===== config.mk =====
export PLATFORM = sky130hd
export DESIGN_NAME = sb_config_loader
export DESIGN_NICKNAME = d
export VERILOG_FILES = /design/src/rtl/sb_config_loader.sv
export SDC_FILE = /design/constraint.sdc
export NUM_CORES = 1
export LEC_CHECK = 0
export CAP_MARGIN = 20
export CELL_PAD_IN_SITES_DETAIL_PLACEMENT = 1
export CELL_PAD_IN_SITES_GLOBAL_PLACEMENT = 1
export CORE_ASPECT_RATIO = 0.6
export CORE_MARGIN = 4
export CORE_UTILIZATION = 31
export DETAILED_ROUTE_END_ITERATION = 10
export GPL_TIMING_DRIVEN = 0
export MAX_ROUTING_LAYER = met4
export PLACE_DENSITY_LB_ADDON = 0.1
export SYNTH_ARGS = -nofsm -noshare
export SYNTH_HDL_FRONTEND = slang
export SYNTH_SLANG_ARGS = --single-unit

===== constraint.sdc =====
create_clock -name prog_clk -period 3 [get_ports prog_clk]
set_input_delay 0.6 -clock prog_clk [delete_from_list [all_inputs] [get_ports prog_clk]]
set_output_delay 0.6 -clock prog_clk [all_outputs]
set_load 0.005 [all_outputs]

===== src/rtl/sb_config_loader.sv =====
// sb_config_loader
//   Configuration controller for a daisy chain of switch-box tiles, each tile
//   holding a WORD_W-bit config shift register. Words arrive on a valid/ready
//   handshake and are serialized LSB-first onto prog_in while prog_en is high.
//   In verify mode the host resends the same stream and each bit returning on
//   chain_out is compared with the bit being sent.
//
// Ports
//   prog_clk      config clock, all state on posedge
//   rst           asynchronous, active-low reset
//   start         one-cycle pass request, ignored while busy
//   mode          sampled with start: 0 = load, 1 = verify
//   abort         terminate the current pass, no done pulse
//   cfg_data      config word
//   cfg_valid     cfg_data valid
//   cfg_ready     block accepts a word this cycle
//   prog_in       serial bit to the first tile
//   prog_en       chain shift enable
//   chain_out     prog_out of the last tile
//   busy          pass in progress
//   done          one-cycle pulse at pass completion
//   error         sticky verify-mismatch flag, cleared by the next start
//   mismatch_cnt  saturating count of mismatched bits in the last verify pass
module sb_config_loader #(
   parameter int unsigned NUM_TILES = 4,
   parameter int unsigned WORD_W    = 32
) (
   input  logic              prog_clk,
   input  logic              rst,
   input  logic              start,
   input  logic              mode,
   input  logic              abort,
   input  logic [WORD_W-1:0] cfg_data,
   input  logic              cfg_valid,
   output logic              cfg_ready,
   output logic              prog_in,
   output logic              prog_en,
   input  logic              chain_out,
   output logic              busy,
   output logic              done,
   output logic              error,
   output logic [15:0]       mismatch_cnt
);

   localparam int unsigned BCW = (WORD_W > 1) ? $clog2(WORD_W) : 1;
   localparam int unsigned WCW = $clog2(NUM_TILES + 1);
   localparam logic [BCW-1:0] BIT_LAST  = BCW'(WORD_W - 1);
   localparam logic [WCW-1:0] WORD_LAST = WCW'(NUM_TILES - 1);

   typedef enum logic [1:0] {
      IDLE,
      WAIT_WORD,
      SHIFT,
      FINISH
   } state_t;

   state_t             state_q, state_d;
   logic               mode_q, mode_d;
   logic [WORD_W-1:0]  shift_buf_q, shift_buf_d;
   logic [BCW-1:0]     bit_cnt_q, bit_cnt_d;
   logic [WCW-1:0]     word_cnt_q, word_cnt_d;
   logic               cfg_ready_q, cfg_ready_d;
   logic               prog_in_q, prog_in_d;
   logic               prog_en_q, prog_en_d;
   logic               busy_q, busy_d;
   logic               done_q, done_d;
   logic               error_q, error_d;
   logic [15:0]        mm_q, mm_d;

   always_comb begin
      state_d     = state_q;
      mode_d      = mode_q;
      shift_buf_d = shift_buf_q;
      bit_cnt_d   = bit_cnt_q;
      word_cnt_d  = word_cnt_q;
      busy_d      = busy_q;
      done_d      = 1'b0;
      error_d     = error_q;
      mm_d        = mm_q;
      // The serial outputs trail the SHIFT state by one register stage, so
      // the bit selected while in SHIFT appears on prog_in the next cycle.
      prog_en_d   = (state_q == SHIFT);
      prog_in_d   = (state_q == SHIFT) ? shift_buf_q[bit_cnt_q] : 1'b0;

      // Compare the bit currently on the chain input with the returning tail
      // bit; this includes the final bit, which is compared on the FINISH edge.
      if (mode_q && prog_en_q && (chain_out != prog_in_q) && (mm_q != '1)) begin
         mm_d = mm_q + 16'd1;
      end

      unique case (state_q)
         IDLE: begin
            if (start) begin
               state_d    = WAIT_WORD;
               mode_d     = mode;
               mm_d       = '0;
               error_d    = 1'b0;
               busy_d     = 1'b1;
               word_cnt_d = '0;
            end
         end
         WAIT_WORD: begin
            if (cfg_valid && cfg_ready_q) begin
               shift_buf_d = cfg_data;
               bit_cnt_d   = '0;
               state_d     = SHIFT;
            end
         end
         SHIFT: begin
            bit_cnt_d = bit_cnt_q + 1'b1;
            if (bit_cnt_q == BIT_LAST) begin
               word_cnt_d = word_cnt_q + 1'b1;
               state_d    = (word_cnt_q == WORD_LAST) ? FINISH : WAIT_WORD;
            end
         end
         FINISH: begin
            state_d = IDLE;
            done_d  = 1'b1;
            busy_d  = 1'b0;
            error_d = (mm_d != '0);
         end
         default: state_d = IDLE;
      endcase

      // abort overrides everything, including a start in IDLE, and leaves the
      // verify results of the interrupted pass untouched.
      if (abort) begin
         state_d   = IDLE;
         mode_d    = mode_q;
         prog_en_d = 1'b0;
         prog_in_d = 1'b0;
         busy_d    = 1'b0;
         done_d    = 1'b0;
         error_d   = error_q;
         mm_d      = mm_q;
      end

      cfg_ready_d = (state_d == WAIT_WORD);
   end

   always_ff @(posedge prog_clk or negedge rst) begin
      if (!rst) begin
         state_q     <= IDLE;
         mode_q      <= 1'b0;
         shift_buf_q <= '0;
         bit_cnt_q   <= '0;
         word_cnt_q  <= '0;
         cfg_ready_q <= 1'b0;
         prog_in_q   <= 1'b0;
         prog_en_q   <= 1'b0;
         busy_q      <= 1'b0;
         done_q      <= 1'b0;
         error_q     <= 1'b0;
         mm_q        <= '0;
      end else begin
         state_q     <= state_d;
         mode_q      <= mode_d;
         shift_buf_q <= shift_buf_d;
         bit_cnt_q   <= bit_cnt_d;
         word_cnt_q  <= word_cnt_d;
         cfg_ready_q <= cfg_ready_d;
         prog_in_q   <= prog_in_d;
         prog_en_q   <= prog_en_d;
         busy_q      <= busy_d;
         done_q      <= done_d;
         error_q     <= error_d;
         mm_q        <= mm_d;
      end
   end

   assign cfg_ready    = cfg_ready_q;
   assign prog_in      = prog_in_q;
   assign prog_en      = prog_en_q;
   assign busy         = busy_q;
   assign done         = done_q;
   assign error        = error_q;
   assign mismatch_cnt = mm_q;

endmodule


==> results.rst, run 1 <==
.. list-table::
   :header-rows: 1

   * - Metric
     - Value
   * - Count of endpoints failing setup in the final report
     - 0
   * - Synth unique cells
     - 55
   * - Slew Limit Headroom
     - 38.8%
   * - Clock transition at the registers of the reported paths
     - 0.06 ns
   * - Ys Warns
     - 0
   * - Average wire per cell in the routed design
     - 18.5 um
   * - Total DRC errors in the routed layout
     - 0
   * - Least setup slack across all paths after layout
     - 0.240 ns
   * - Number of max-slew violations in the final report
     - 0
   * - Number of maximum-capacitance violations
     - 0
   * - Final period demand of the worst path
     - 2.76 ns
   * - Deepest clock path buffer count
     - 2
   * - Chip width
     - 145 um
   * - Fmax
     - 0.362 GHz
   * - Worst ir drop on vdd
     - 0.325 mV
   * - Placement row count
     - 29
   * - Power Dens Cells
     - 687 nW/um2
   * - Critical path peak fanout
     - 5
   * - Final hold violation count
     - 0
   * - Gr usage total
     - 16.9%
   * - FF/Latch Area
     - 1630 um2
   * - Area taken by multi-input logic gates
     - 1740 um2
   * - Detail Placement HPWL
     - 7440 um
   * - Utilization of the core after routing
     - 42.8%
   * - Sinks on Clock Net
     - 65
   * - Number of CTS-inserted buffers
     - 9
   * - Kind of capture point of the worst setup path
     - register
   * - Number of cells upsized or downsized after cts
     - 0
   * - Area delta synth->final
     - 32.2%
   * - Startpoint class of the critical path
     - input pin
   * - Post-Syn Nets
     - 369
   * - Number of enable flip-flop cells after synthesis
     - 0
   * - Placer's final routability congestion estimate
     - 0.802
   * - Mean instance size in the synthesized netlist
     - 10.7 um2
   * - Share of synthesized area occupied by flip-flops and latches
     - 46.8%
   * - Startpoint-to-endpoint class of the critical path
     - input pin to register
   * - Class of the most critical hold timing path
     - input pin to async pin
   * - Number of global-route vias before repair
     - 2946
   * - Top-level port count
     - 61
   * - Global-route track usage on met1
     - 27.8%
   * - Post-synthesis instance area
     - 3470 um2
   * - Global-route wire length before repair
     - 16600 um
   * - Asr flop ratio synth
     - 100%
   * - Fraction of layout instances using a drive strength above 1
     - 17.8%
   * - DRT iter0 DRCs
     - 200
   * - Number of cells in the design after placement
     - 523
   * - DRT antenna net count
     - 0
   * - Die Ht
     - 90.0 um
   * - Met2 layer usage reported by global route
     - 20.1%
   * - Number of detailed-route iterations in the first pass
     - 4
   * - Worst clock skew
     - 0.00917 ns
   * - Total chip power
     - 3.16 mW
   * - Overall die area
     - 13000 um2
   * - Vias
     - 2842
   * - Seq cells post-synth
     - 65
   * - Global-route met3 utilization
     - 3.92%
   * - Via density per instance
     - 5.27
   * - Largest net degree at the start of global routing
     - 66
   * - Count of filler cells inserted in the layout
     - 1173
   * - Area of the core
     - 10700 um2
   * - Sum of overflow across all layers after global routing
     - 0
   * - Layout Nets
     - 439
   * - Post-CTS Setup Repair Bufs
     - 0
   * - Final non-filler cell total
     - 539
   * - Required time of the worst setup path
     - 3.20 ns
   * - GRT busiest layer
     - met1
   * - Detailed-route wire length
     - 9970 um
   * - Number of buffers inserted for hold repair after clock tree synthesis
     - 0
   * - Clock tree from TritonCTS
     - done
   * - CTS Root Buffer Type
     - clkbuf_16
   * - RSZ-0062 raised after global routing
     - false
   * - Final period utilization
     - 92.0%
   * - Flip-flop cell with the highest count after synthesis
     - dfrtp_1
   * - Source-to-sink clock delay at the later pin of the worst-skew pair
     - 0.33 ns
   * - Port-buffer cells
     - 59
   * - Number of instances in the synthesized netlist
     - 325
   * - Slew at the pin with the worst max-slew slack
     - 0.914 ns
   * - Pleak
     - 1.93 nW
   * - Result of the run
     - finished clean
   * - H-tree depth reported by CTS
     - 3
   * - Number of antenna violations at the first check in global routing
     - 0
   * - Initial Utilization
     - 32.4%
   * - N_diodes
     - 0
   * - Pre-CTS WS
     - -0.289 ns
   * - Arrival time at the worst endpoint
     - 2.96 ns
## cells in the mapped netlist, drive strengths merged, types with 4 or more instances
cell type | count | area [um2]
nor4 | 4 | 31.3
and3 | 7 | 48.8
inv | 6 | 22.5
nand2 | 28 | 105
o221ai | 4 | 35.0
nand4 | 9 | 71.3
nor2 | 13 | 48.8
mux2i | 9 | 90.1
mux2 | 33 | 372
clkbuf | 13 | 48.8
nor3 | 6 | 30.0
dfrtp | 65 | 1630
a211oi | 6 | 45.0
buf | 9 | 55.0
nand3 | 9 | 45.0
xor2 | 4 | 35.0
o22ai | 4 | 25.0
ha | 5 | 62.6
a21oi | 8 | 40.0
xnor2 | 5 | 43.8
mux4 | 4 | 90.1
o31ai | 5 | 37.5
nand2b | 5 | 31.3
o21ai | 28 | 140
## placed cells by master, fill, tap and decap left out, types with 2 or more instances in the layout
cell and n:
a22o_1 3, buf_4 3, nor4_1 3, clkbuf_1 13, a21oi_1 8, nand2_1 28, a211oi_1 6, clkinv_2 2
and2_1 3, and3_1 6, nor2b_1 3, bufinv_16 3, inv_1 5, nand2b_1 5, nor3_1 6, xnor2_1 5
o221ai_1 4, nor2_1 13, o21bai_1 3, or2_2 2, clkdlybuf4s50_1 58, clkbuf_16 9, a31oi_1 3, o21ai_0 28
nand4_1 8, xor2_1 4, buf_2 5, a41oi_1 2, mux2_2 33, mux4_2 4, o31ai_1 5, ha_1 5
dfrtp_1 65, nand3_1 9, o22ai_1 4, mux2i_1 9
## sequential cells by signal (all words and copies together), names as in the netlist
name and count:
state_q 2, prog_en 1, prog_in 1, mode_q 1, mismatch_cnt 16, done 1, word_cnt_q 3, cfg_ready 1
error 1, shift_buf_q 32, bit_cnt_q 5, busy 1
## worst max-delay path, stage by stage
cell	delay [ns]
clkdlybuf4s50_1	0.48
xor2_1	0.36
nand4_1	0.26
nor4b_2	0.46
xor2_1	0.20
a2111oi_2	0.47
a31oi_1	0.14
## final cells by class
cell class	instances	area share (%)
repair buffers	59	12.8
multi-input cells	232	37.8
well taps	139	3.79
flip-flops and latches	65	35.4
plain buffers	22	2.26
clock buffers	9	4.90
inverters	6	0.490
clock inverters	7	2.56
## layer usage
metal	share of wire, %	wire length (um)
met1	55	5520
met2	38	3840
met3	5.0	503
met4	1.0	104
met5	0	0
## per-stage QoR
stage / hold slack, ns / instance area [um2] / TNS, ns
3_5_place_dp: 0.492 / 4240 / -0.289
3_3_place_gp: 0.485 / 4240 / -66.17
4_1_cts: 0.406 / 4580 / 0
2_1_floorplan: 0.304 / 3470 / 0
5_1_grt: 0.458 / 4590 / 0
6_report: 0.358 / 4590 / 0
## worst paths after layout
check	start	end	slack, ns	depth (start not counted)
min in group prog_clk	word_cnt_q[2]$_DFFE_PN0P_	word_cnt_q[2]$_DFFE_PN0P_	0.50	1
setup reg to reg	mismatch_cnt[0]$_DFFE_PN0N_	error$_DFFE_PN0P_	0.26	7
hold reg to reg	word_cnt_q[2]$_DFFE_PN0P_	word_cnt_q[2]$_DFFE_PN0P_	0.50	1
hold / removal	rst	shift_buf_q[17]$_DFFE_PN0P_	0.36	1
setup / recovery	chain_out	error$_DFFE_PN0P_	0.24	7
max in group asynchronous	rst	state_q[1]$_DFF_PN0_	2.05	1
## where the power goes
part	leakage [nW]	internal, mW	total (mW)	switching [mW]
Combinational	0.920	0.389	0.713	0.324
Sequential	0.842	1.10	1.23	0.130
Clock	0.170	0.813	1.22	0.404
Total	1.93	2.30	3.16	0.858
## logic make-up after synthesis
family                     share of synthesized area (%)
adders and majority gates                           1.80
xor gates and xnor gates                            2.27
AOI/OAI and AO/OA                                   14.3
muxes                                               15.9
buffers and inverters                               3.64
and+or+nand+nor                                     15.3
DFF                                                 46.8
(Power assumes the default switching activity.)
==> inputs of run 2 (changes only) <==
--- a/config.mk
+++ b/config.mk
@@ -5,6 +5,7 @@
 export SDC_FILE = /design/constraint.sdc
 export NUM_CORES = 1
 export LEC_CHECK = 0
+export ABC_AREA = 1
 export CAP_MARGIN = 20
 export CELL_PAD_IN_SITES_DETAIL_PLACEMENT = 1
 export CELL_PAD_IN_SITES_GLOBAL_PLACEMENT = 1
==> results.rst, run 2 <==
.. list-table::
   :header-rows: 1

   * - Metric
     - Value
   * - Result of the run
     - finished clean
   * - Fraction of layout instances using a drive strength above 1
     - 7.14%
   * - Post-synthesis instance area
     - 3470 um2
   * - Number of instances in the synthesized netlist
     - 470
   * - Final period utilization
     - 81.4%
   * - Post-CTS Setup Repair Bufs
     - 0
   * - Most common library cell in the layout ignoring fill and taps
     - nand2_1
   * - Dominant cell type by area after synthesis
     - dfrtp_1
   * - Number of CTS-inserted buffers
     - 9
   * - Asr flop ratio synth
     - 100%
   * - Flip-flop cell with the highest count after synthesis
     - dfrtp_1
   * - Sum of overflow across all layers after global routing
     - 0
   * - Fmax
     - 0.410 GHz
   * - Post-Syn Nets
     - 514
   * - Gr usage total
     - 18.9%
   * - Number of global-route vias before repair
     - 3459
   * - Port-buffer cells
     - 60
   * - Detail Placement HPWL
     - 8380 um
   * - Seq cells post-synth
     - 65
   * - Multiplexer share of the synthesized area
     - 1.48%
   * - Deepest clock path buffer count
     - 2
   * - Count of endpoints failing setup in the final report
     - 0
   * - Synth unique cells
     - 29
   * - Most common cell in the synthesized netlist
     - nand2_1
   * - Number of max-slew violations in the final report
     - 0
   * - Pleak
     - 2.13 nW
   * - Number of detailed-route iterations in the first pass
     - 5
   * - N_diodes
     - 0
   * - Class of the most critical hold timing path
     - input pin to async pin
   * - Max FFs per register
     - 32
   * - H-tree depth reported by CTS
     - 3
   * - Power Dens Cells
     - 663 nW/um2
   * - Required time of the worst setup path
     - 3.23 ns
   * - Chip width
     - 145 um
   * - Mean instance size in the synthesized netlist
     - 7.39 um2
   * - Startpoint-to-endpoint class of the critical path
     - input pin to register
   * - Via density per instance
     - 4.81
   * - Startpoint class of the critical path
     - input pin
   * - Kind of capture point of the worst setup path
     - register
   * - Yosys top cell area share
     - 46.8%
   * - Detailed-route wire length
     - 11200 um
   * - Commonest cells after routing, fill and taps aside
     - nand2_1, dfrtp_1, clkdlybuf4s50_1
   * - Basic-gate share of the synthesized area counting and, or, nand and nor cells
     - 33.2%
   * - Least setup slack across all paths after layout
     - 0.558 ns
   * - Number of cells upsized or downsized after cts
     - 0
   * - DRT antenna net count
     - 0
   * - Placement row count
     - 29
   * - Final hold violation count
     - 0
   * - Ys Warns
     - 0
   * - Synth Area in XOR/XNOR
     - 1.01%
   * - Post-Synth Adder-Cell Area
     - 1.80%
   * - Sinks on Clock Net
     - 65
   * - Synth cell count leaders
     - nand2_1, dfrtp_1, nor2_1
   * - Worst clock skew
     - 0.00846 ns
   * - Share of synthesized area occupied by flip-flops and latches
     - 46.8%
   * - Final period demand of the worst path
     - 2.44 ns
   * - Area delta synth->final
     - 31.8%
   * - RSZ-0062 raised after global routing
     - false
   * - Fraction of the mapped netlist area in compound gates
     - 9.30%
   * - Clock transition at the registers of the reported paths
     - 0.06 ns
   * - Initial Utilization
     - 32.3%
   * - Clock tree from TritonCTS
     - done
   * - Critical path peak fanout
     - 7
   * - Global-route wire length before repair
     - 18600 um
   * - Layout Nets
     - 585
   * - Register name with the most flops
     - shift_buf_q
   * - Number of buffers inserted for hold repair after clock tree synthesis
     - 0
   * - Number of cells in the design after placement
     - 669
   * - Final non-filler cell total
     - 685
   * - Die Ht
     - 90.0 um
   * - Largest family of logic cells by synthesized area
     - simple AND/OR/NAND/NOR gates
   * - Area of the core
     - 10700 um2
   * - Largest net degree at the start of global routing
     - 66
   * - Slew at the pin with the worst max-slew slack
     - 0.875 ns
   * - Placer's final routability congestion estimate
     - 0.926
   * - Number of enable flip-flop cells after synthesis
     - 0
   * - Area contributors post-synth
     - dfrtp_1, nand2_1, nor2_1
   * - Number of maximum-capacitance violations
     - 0
   * - DRT iter0 DRCs
     - 189
   * - Arrival time at the worst endpoint
     - 2.67 ns
   * - Utilization of the core after routing
     - 42.6%
   * - Number of antenna violations at the first check in global routing
     - 0
   * - Slew Limit Headroom
     - 41.7%
   * - Average wire per cell in the routed design
     - 16.3 um
   * - Vias
     - 3296
   * - Overall die area
     - 13000 um2
   * - Source-to-sink clock delay at the later pin of the worst-skew pair
     - 0.34 ns
   * - Pre-CTS WS
     - 0.220 ns
   * - Worst ir drop on vdd
     - 0.279 mV
   * - Top-level port count
     - 61
   * - CTS Root Buffer Type
     - clkbuf_16
   * - Total DRC errors in the routed layout
     - 0
## run 2: cell count changes after synthesis, sizes merged, moves of 6 or more
cell,before,now
a211oi,6,0
inv,6,43
mux2,33,1
nor2,13,57
nand3,9,19
buf,9,3
o22ai,4,16
and3,7,0
nand2,28,199
nor3,6,0
## run 2: worst max-delay path, stage by stage
cell and delay (ns):
clkdlybuf4s50_1 0.49, nor2_1 0.04, nor2_1 0.15, nand2_2 0.17, inv_2 0.12, o21ai_4 0.10, o21ai_0 0.35, nand2_1 0.09
nor2_1 0.28, nand3_1 0.11, nor2_1 0.12, nor2_1 0.05
## run 2: cell families after synthesis
family          Yosys count
buf+inv                  56
compound gates           54
simple gates            281
fa+ha+maj                 5
xor+xnor                  4
mux                       5
flops                    65
## run 2: power breakdown
| group | internal, mW | total [mW] | switching [mW] |
|---|---|---|---|
| clock | 0.773 | 1.17 | 0.397 |
| combinational | 0.259 | 0.660 | 0.401 |
| sequential | 1.07 | 1.20 | 0.136 |
| total | 2.10 | 3.03 | 0.934 |
## run 2: path summary, 6_finish.rpt
path	slack, ns	start	cells after the start	to
max in group asynchronous	2.04	rst	1	shift_buf_q[0]$_DFFE_PN0P_
worst min register to register	0.47	shift_buf_q[14]$_DFFE_PN0P_	2	shift_buf_q[14]$_DFFE_PN0P_
worst max register to register	0.70	mismatch_cnt[0]$_DFFE_PN0N_	12	error$_DFFE_PN0P_
min in group prog_clk	0.47	shift_buf_q[14]$_DFFE_PN0P_	2	shift_buf_q[14]$_DFFE_PN0P_
worst max-delay path	0.56	chain_out	12	error$_DFFE_PN0P_
worst min-delay path	0.36	rst	1	shift_buf_q[20]$_DFFE_PN0P_
## run 2: through the flow
| step | TNS, ns | area (um2) | hold WS, ns | total power, mW |
|---|---|---|---|---|
| floorplan | 0 | 3470 | 0.304 | 1.60 |
| global placement | -67.66 | 4250 | 0.454 | 1.84 |
| detailed placement | 0 | 4240 | 0.454 | 1.87 |
| CTS | 0 | 4580 | 0.415 | 3.07 |
| global route | 0 | 4580 | 0.447 | 3.24 |
| finish | 0 | 4580 | 0.361 | 3.03 |
## run 2: layout make-up
class	count	area (um2)
repair buffers	60	598
well taps	139	174
clock inverters	4	75.1
fillers	1355	6160
clock buffers	12	256
inverters	44	165
plain buffers	12	55.1
multi-input cells	349	1630
flip-flops and latches	65	1630
## run 2: per-layer routing
| layer | wire [um] | GRT usage [%] | share of wire [%] |
|---|---|---|---|
| met2 | 4270 | 23.6 | 38 |
| met3 | 872 | 5.41 | 7.8 |
| met1 | 5890 | 29.5 | 53 |
| met5 | 0 | - | 0 |
| met4 | 123 | 4.50 | 1.1 |
==> edit 1: new RTL, config.mk and constraints of run 2 <==
Set the parameter `WORD_W` to 16 (it was 32).
--- a/src/rtl/sb_config_loader.sv
+++ b/src/rtl/sb_config_loader.sv
@@ -23,7 +23,7 @@
 //   mismatch_cnt  saturating count of mismatched bits in the last verify pass
 module sb_config_loader #(
    parameter int unsigned NUM_TILES = 4,
-   parameter int unsigned WORD_W    = 32
+   parameter int unsigned WORD_W    = 16
 ) (
    input  logic              prog_clk,
    input  logic              rst,
Interface: changed (resized cfg_data); port bits go from 61 to 45. No check against the original RTL was run, so the function may have changed too.
==> edit 1 against run 2 <==
- total power decreased by 40%
- wire length decreased by 28%
- sequential cell count decreased by 17
- fmax decreased by 0.78%
- synthesized area decreased by 24%
- first-iteration DRC count decreased by 11%
- die area decreased by 22%
- synthesized cell count decreased by 29%
- worst setup slack got worse by 19 ps
- clock skew decreased by 4.9 ps
- design area decreased by 26%
- sequential share of layout area decreased by 0.14 points
- worst hold slack got worse by 150 ps
- sequential power decreased by 31%
- largest cell class is now multi-input combinational cells
==> edit 1: results (changes against run 2) <==
INFO  metric clock_cell_area_share = 4.832% (-2.4 points)
INFO  metric ys_top_cells_by_count = nand2_1, dfrtp_1, nor2_1, inv_1
INFO  metric layout.nets = 412 (-30%)
INFO  metric status = finished, final reports clean
INFO  metric multi_input_cells = 241 (-31%)
INFO  metric grt_first_pass_wirelength = 13,480 µm (-27%)
INFO  metric vias = 2,457 (-25%)
INFO  metric worst_skew_pair.late_latency = 290 ps (-50 ps)
INFO  metric non_clock_buffer_count_in_the_final_layout = 52 (-28%)
INFO  metric grt_max_degree = 36 (-45%)
INFO  metric synthesis_to_finish_area_growth = 28.12%
INFO  metric p_per_area = 536.8 nW/µm² (-19%)
INFO  metric seq_cell_count = 48 (-26%)
INFO  metric clock_buffer_count = 6 (-6)
INFO  metric post_dp_area = 3228 µm² (-24%)
INFO  metric multi_input_comb_area = 1269 µm² (-22%)
INFO  metric avgRoutedWirePerCell = 16.19 µm (-0.63%)
INFO  metric fillCellCount = 981 (-28%)
INFO  metric cts_made_buffers = 5 (-4)
INFO  metric hpwl = 6425 µm (-23%)
INFO  metric inv_count = 37 (-16%)
INFO  metric cp_data_arrival_time = 2650 ps (-20 ps)
INFO  metric netlist_top_cells_area = dfrtp_1, nand2_1, mux2_2
INFO  metric ys_seq_area_share = 45.37% (-1.5 points)
INFO  metric net_count_after_synthesis = 361 (-30%)
INFO  metric grt_pass1_vias = 2,528 (-27%)
edit 1: cell count changes in the layout (fill, tap and decap cells not counted), sizes merged, moves of 4 or more:
cell,change
mux2i,-4
clkdlybuf4s50,-17
clkbuf,-9
inv,-6
nor2,-6
mux2,+16
nand2,-110
dfrtp,-17
edit 1: critical path, stage by stage:
cell and delay, ps:
clkdlybuf4s50_1 480, nor2_1 50, nor2_1 170, nand2_1 240, nor2_1 320, nand2_1 100, nand2_1 80, nand2_1 60
inv_2 60, nand2_1 40, nor2_1 190, nand3_1 100, nor2_1 100, nor2_1 50
edit 1: power by group:
part	total [mW]	leakage (nW)	switching [mW]	internal [mW]
combinational	0.346	0.755	0.185	0.161
clock	0.645	0.0808	0.252	0.393
sequential	0.830	0.631	0.0752	0.755
edit 1: cell families after synthesis:
family,synth area share [%]
and+or+nand+nor,27.32
adders and majority gates,1.890
DFF,45.37
buffers and inverters,6.710
AOI/OAI and AO/OA,10.49
muxes,7.230
xor gates and xnor gates,0.9926
edit 1: per-stage QoR:
step	TNS, ps	instances	hold WS [ps]	utilization (%)
after floorplan	0	334	304.4	-
after global placement	-11140	485	467.9	39.66
after detailed placement	0	486	487.2	39.85
after CTS	0	494	224.1	41.87
after global routing	0	494	241.8	41.87
final	0	494	212.6	41.87
edit 1: worst max path at each step:
stage                         start         endpoint  slack (ps)  depth (start not counted)
after floorplan           chain_out            error        1290                         13
after global placement          rst  mismatch_cnt[8]        -240                          1
after detailed placement  chain_out            error         250                         14
after CTS                 chain_out            error         540                         14
after global routing      chain_out            error         340                         12
final                     chain_out            error         540                         14
edit 1: layer usage:
layer	share of wire [%]	vias up	routed length, µm	global-route usage [%]
li1	-	1206	-	-
met1	57	1196	4530	27.33
met2	38	52	3041	22.98
met3	5.0	3	398	3.476
met4	0.31	0	25	4.176
met5	0	-	0	-
==> edit 2: new RTL, config.mk and constraints of run 2 <==
Made on the original files. Re-encode `state_t` (4 states) as one-hot, 4 bits wide.
--- a/src/rtl/sb_config_loader.sv
+++ b/src/rtl/sb_config_loader.sv
@@ -47,11 +47,11 @@
    localparam logic [BCW-1:0] BIT_LAST  = BCW'(WORD_W - 1);
    localparam logic [WCW-1:0] WORD_LAST = WCW'(NUM_TILES - 1);
 
-   typedef enum logic [1:0] {
-      IDLE,
-      WAIT_WORD,
-      SHIFT,
-      FINISH
+   typedef enum logic [3:0] {
+      IDLE      = 4'b0001,
+      WAIT_WORD = 4'b0010,
+      SHIFT     = 4'b0100,
+      FINISH    = 4'b1000
    } state_t;
 
    state_t             state_q, state_d;
Function: no difference found for any inputs over 10 cycles, from zero or initial values and one cycle with rst low; not proved beyond that.
==> edit 2 against run 2 <==
- total power decreased by 17%
- wire length grew 11%
- combinational power fell by 38%
- sequential cell count rose by 2
- worst setup slack better by 110 ps
- non-clock buffer count is 6 higher
- synthesized area is 6.7% higher
- global-route usage up 0.84 points
- sequential power fell by 12%
- critical path depth up 1
- clock skew fell by 1.5 ps
- design area up 5.3%
- largest cell class is now multi-input combinational cells
==> edit 2: results (changes against run 2) <==
INFO  metric ys_seq_area_share = 45.29% (-1.6 points)
INFO  metric cp_data_arrival_time = 2540 ps (-130 ps)
INFO  metric dr.pass1.iters = 4 (-1)
INFO  metric cpPeakStageDelay = 460 ps (-30 ps)
INFO  metric fin_crit_sh = 77.74% (-3.7 points)
INFO  metric post_dp_area = 4521 µm² (+6.5%)
INFO  metric avgRoutedWirePerCell = 16.81 µm (+3.2%)
INFO  metric detailedRoute.firstIterationViolations = 148 (-22%)
INFO  metric fillCellCount = 1,443 (+6.5%)
INFO  metric gp_congestion = 0.8573 (-7.4%)
INFO  metric crit_path_max_fanout = 10 (+3)
INFO  metric grt_max_degree = 44 (-33%)
INFO  metric netlist_top_cells_area = dfrtp_1, nand2_1, o21ai_0
INFO  metric status = finished, final reports clean
INFO  metric use_met2 = 25.24% (+1.7 points)
INFO  metric finClkSkew = 6.936 ps (-1.525 ps)
INFO  metric layout.nets = 620 (+6.0%)
INFO  metric postRouteWirelength = 12,440 µm (+11%)
INFO  metric worst_slew_pin_slew = 687.1 ps (-188.0 ps)
INFO  metric detail_route.vias_per_cell = 4.830 (+0.38%)
INFO  metric use_met3 = 4.205% (-1.2 points)
INFO  metric grt_pass1_vias = 3,754 (+8.5%)
INFO  metric synth.lib_cells_used.distinct = 32 (+10%)
INFO  metric cp-startpoint = mismatch_cnt[0]
INFO  metric postLayoutCoreUtil = 41.93% (-0.67 points)
INFO  metric synthesis.instances = 504 (+7.2%)
INFO  metric final_layout_size_suffix_gt1_share = 8.448% (+1.3 points)
INFO  metric hpwl = 9600 µm (+15%)
INFO  metric port-buffer-count = 59 (-1.7%)
INFO  metric dp_cells = 724 (+8.2%)
INFO  metric cp_slowest_cell = dfrtp_1
INFO  metric net_count_after_synthesis = 549 (+6.8%)
INFO  metric grt_first_pass_wirelength = 20,420 µm (+10%)
==> edit 2: cell families (layout without fill, tap and decap cells) <==
kind of cell / Yosys count / count (layout) / synth area share [%]
simple gates: 279 / 279 / 31.91
mux: 1 / 1 / 0.3039
xor+xnor: 6 / 6 / 1.418
compound gates: 78 / 78 / 11.72
flops: 67 / 67 / 45.29
fa+ha+maj: 6 / 6 / 2.026
buf+inv: 67 / 143 / 7.329
==> edit 2: layer usage <==
metal  wire length [µm]  share of wire [%]
met1               7123                 57
met2               4716                 38
met3                486                3.9
met4                112               0.90
met5                  0                  0
==> edit 2: area by class of cell <==
cell class              count  share of cell area, %
well taps                 160                  4.157
flip-flops and latches     67                  34.84
multi-input cells         370                  36.45
plain buffers              18                  1.819
clock buffers              11                  5.040
repair buffers             60                  12.78
clock inverters             5                  1.091
inverters                  49                  3.819
==> edit 2: power by group <==
group | internal [mW] | switching, mW
combinational | 0.155 | 0.251
clock | 0.662 | 0.401
sequential | 0.996 | 0.0535
total | 1.81 | 0.705
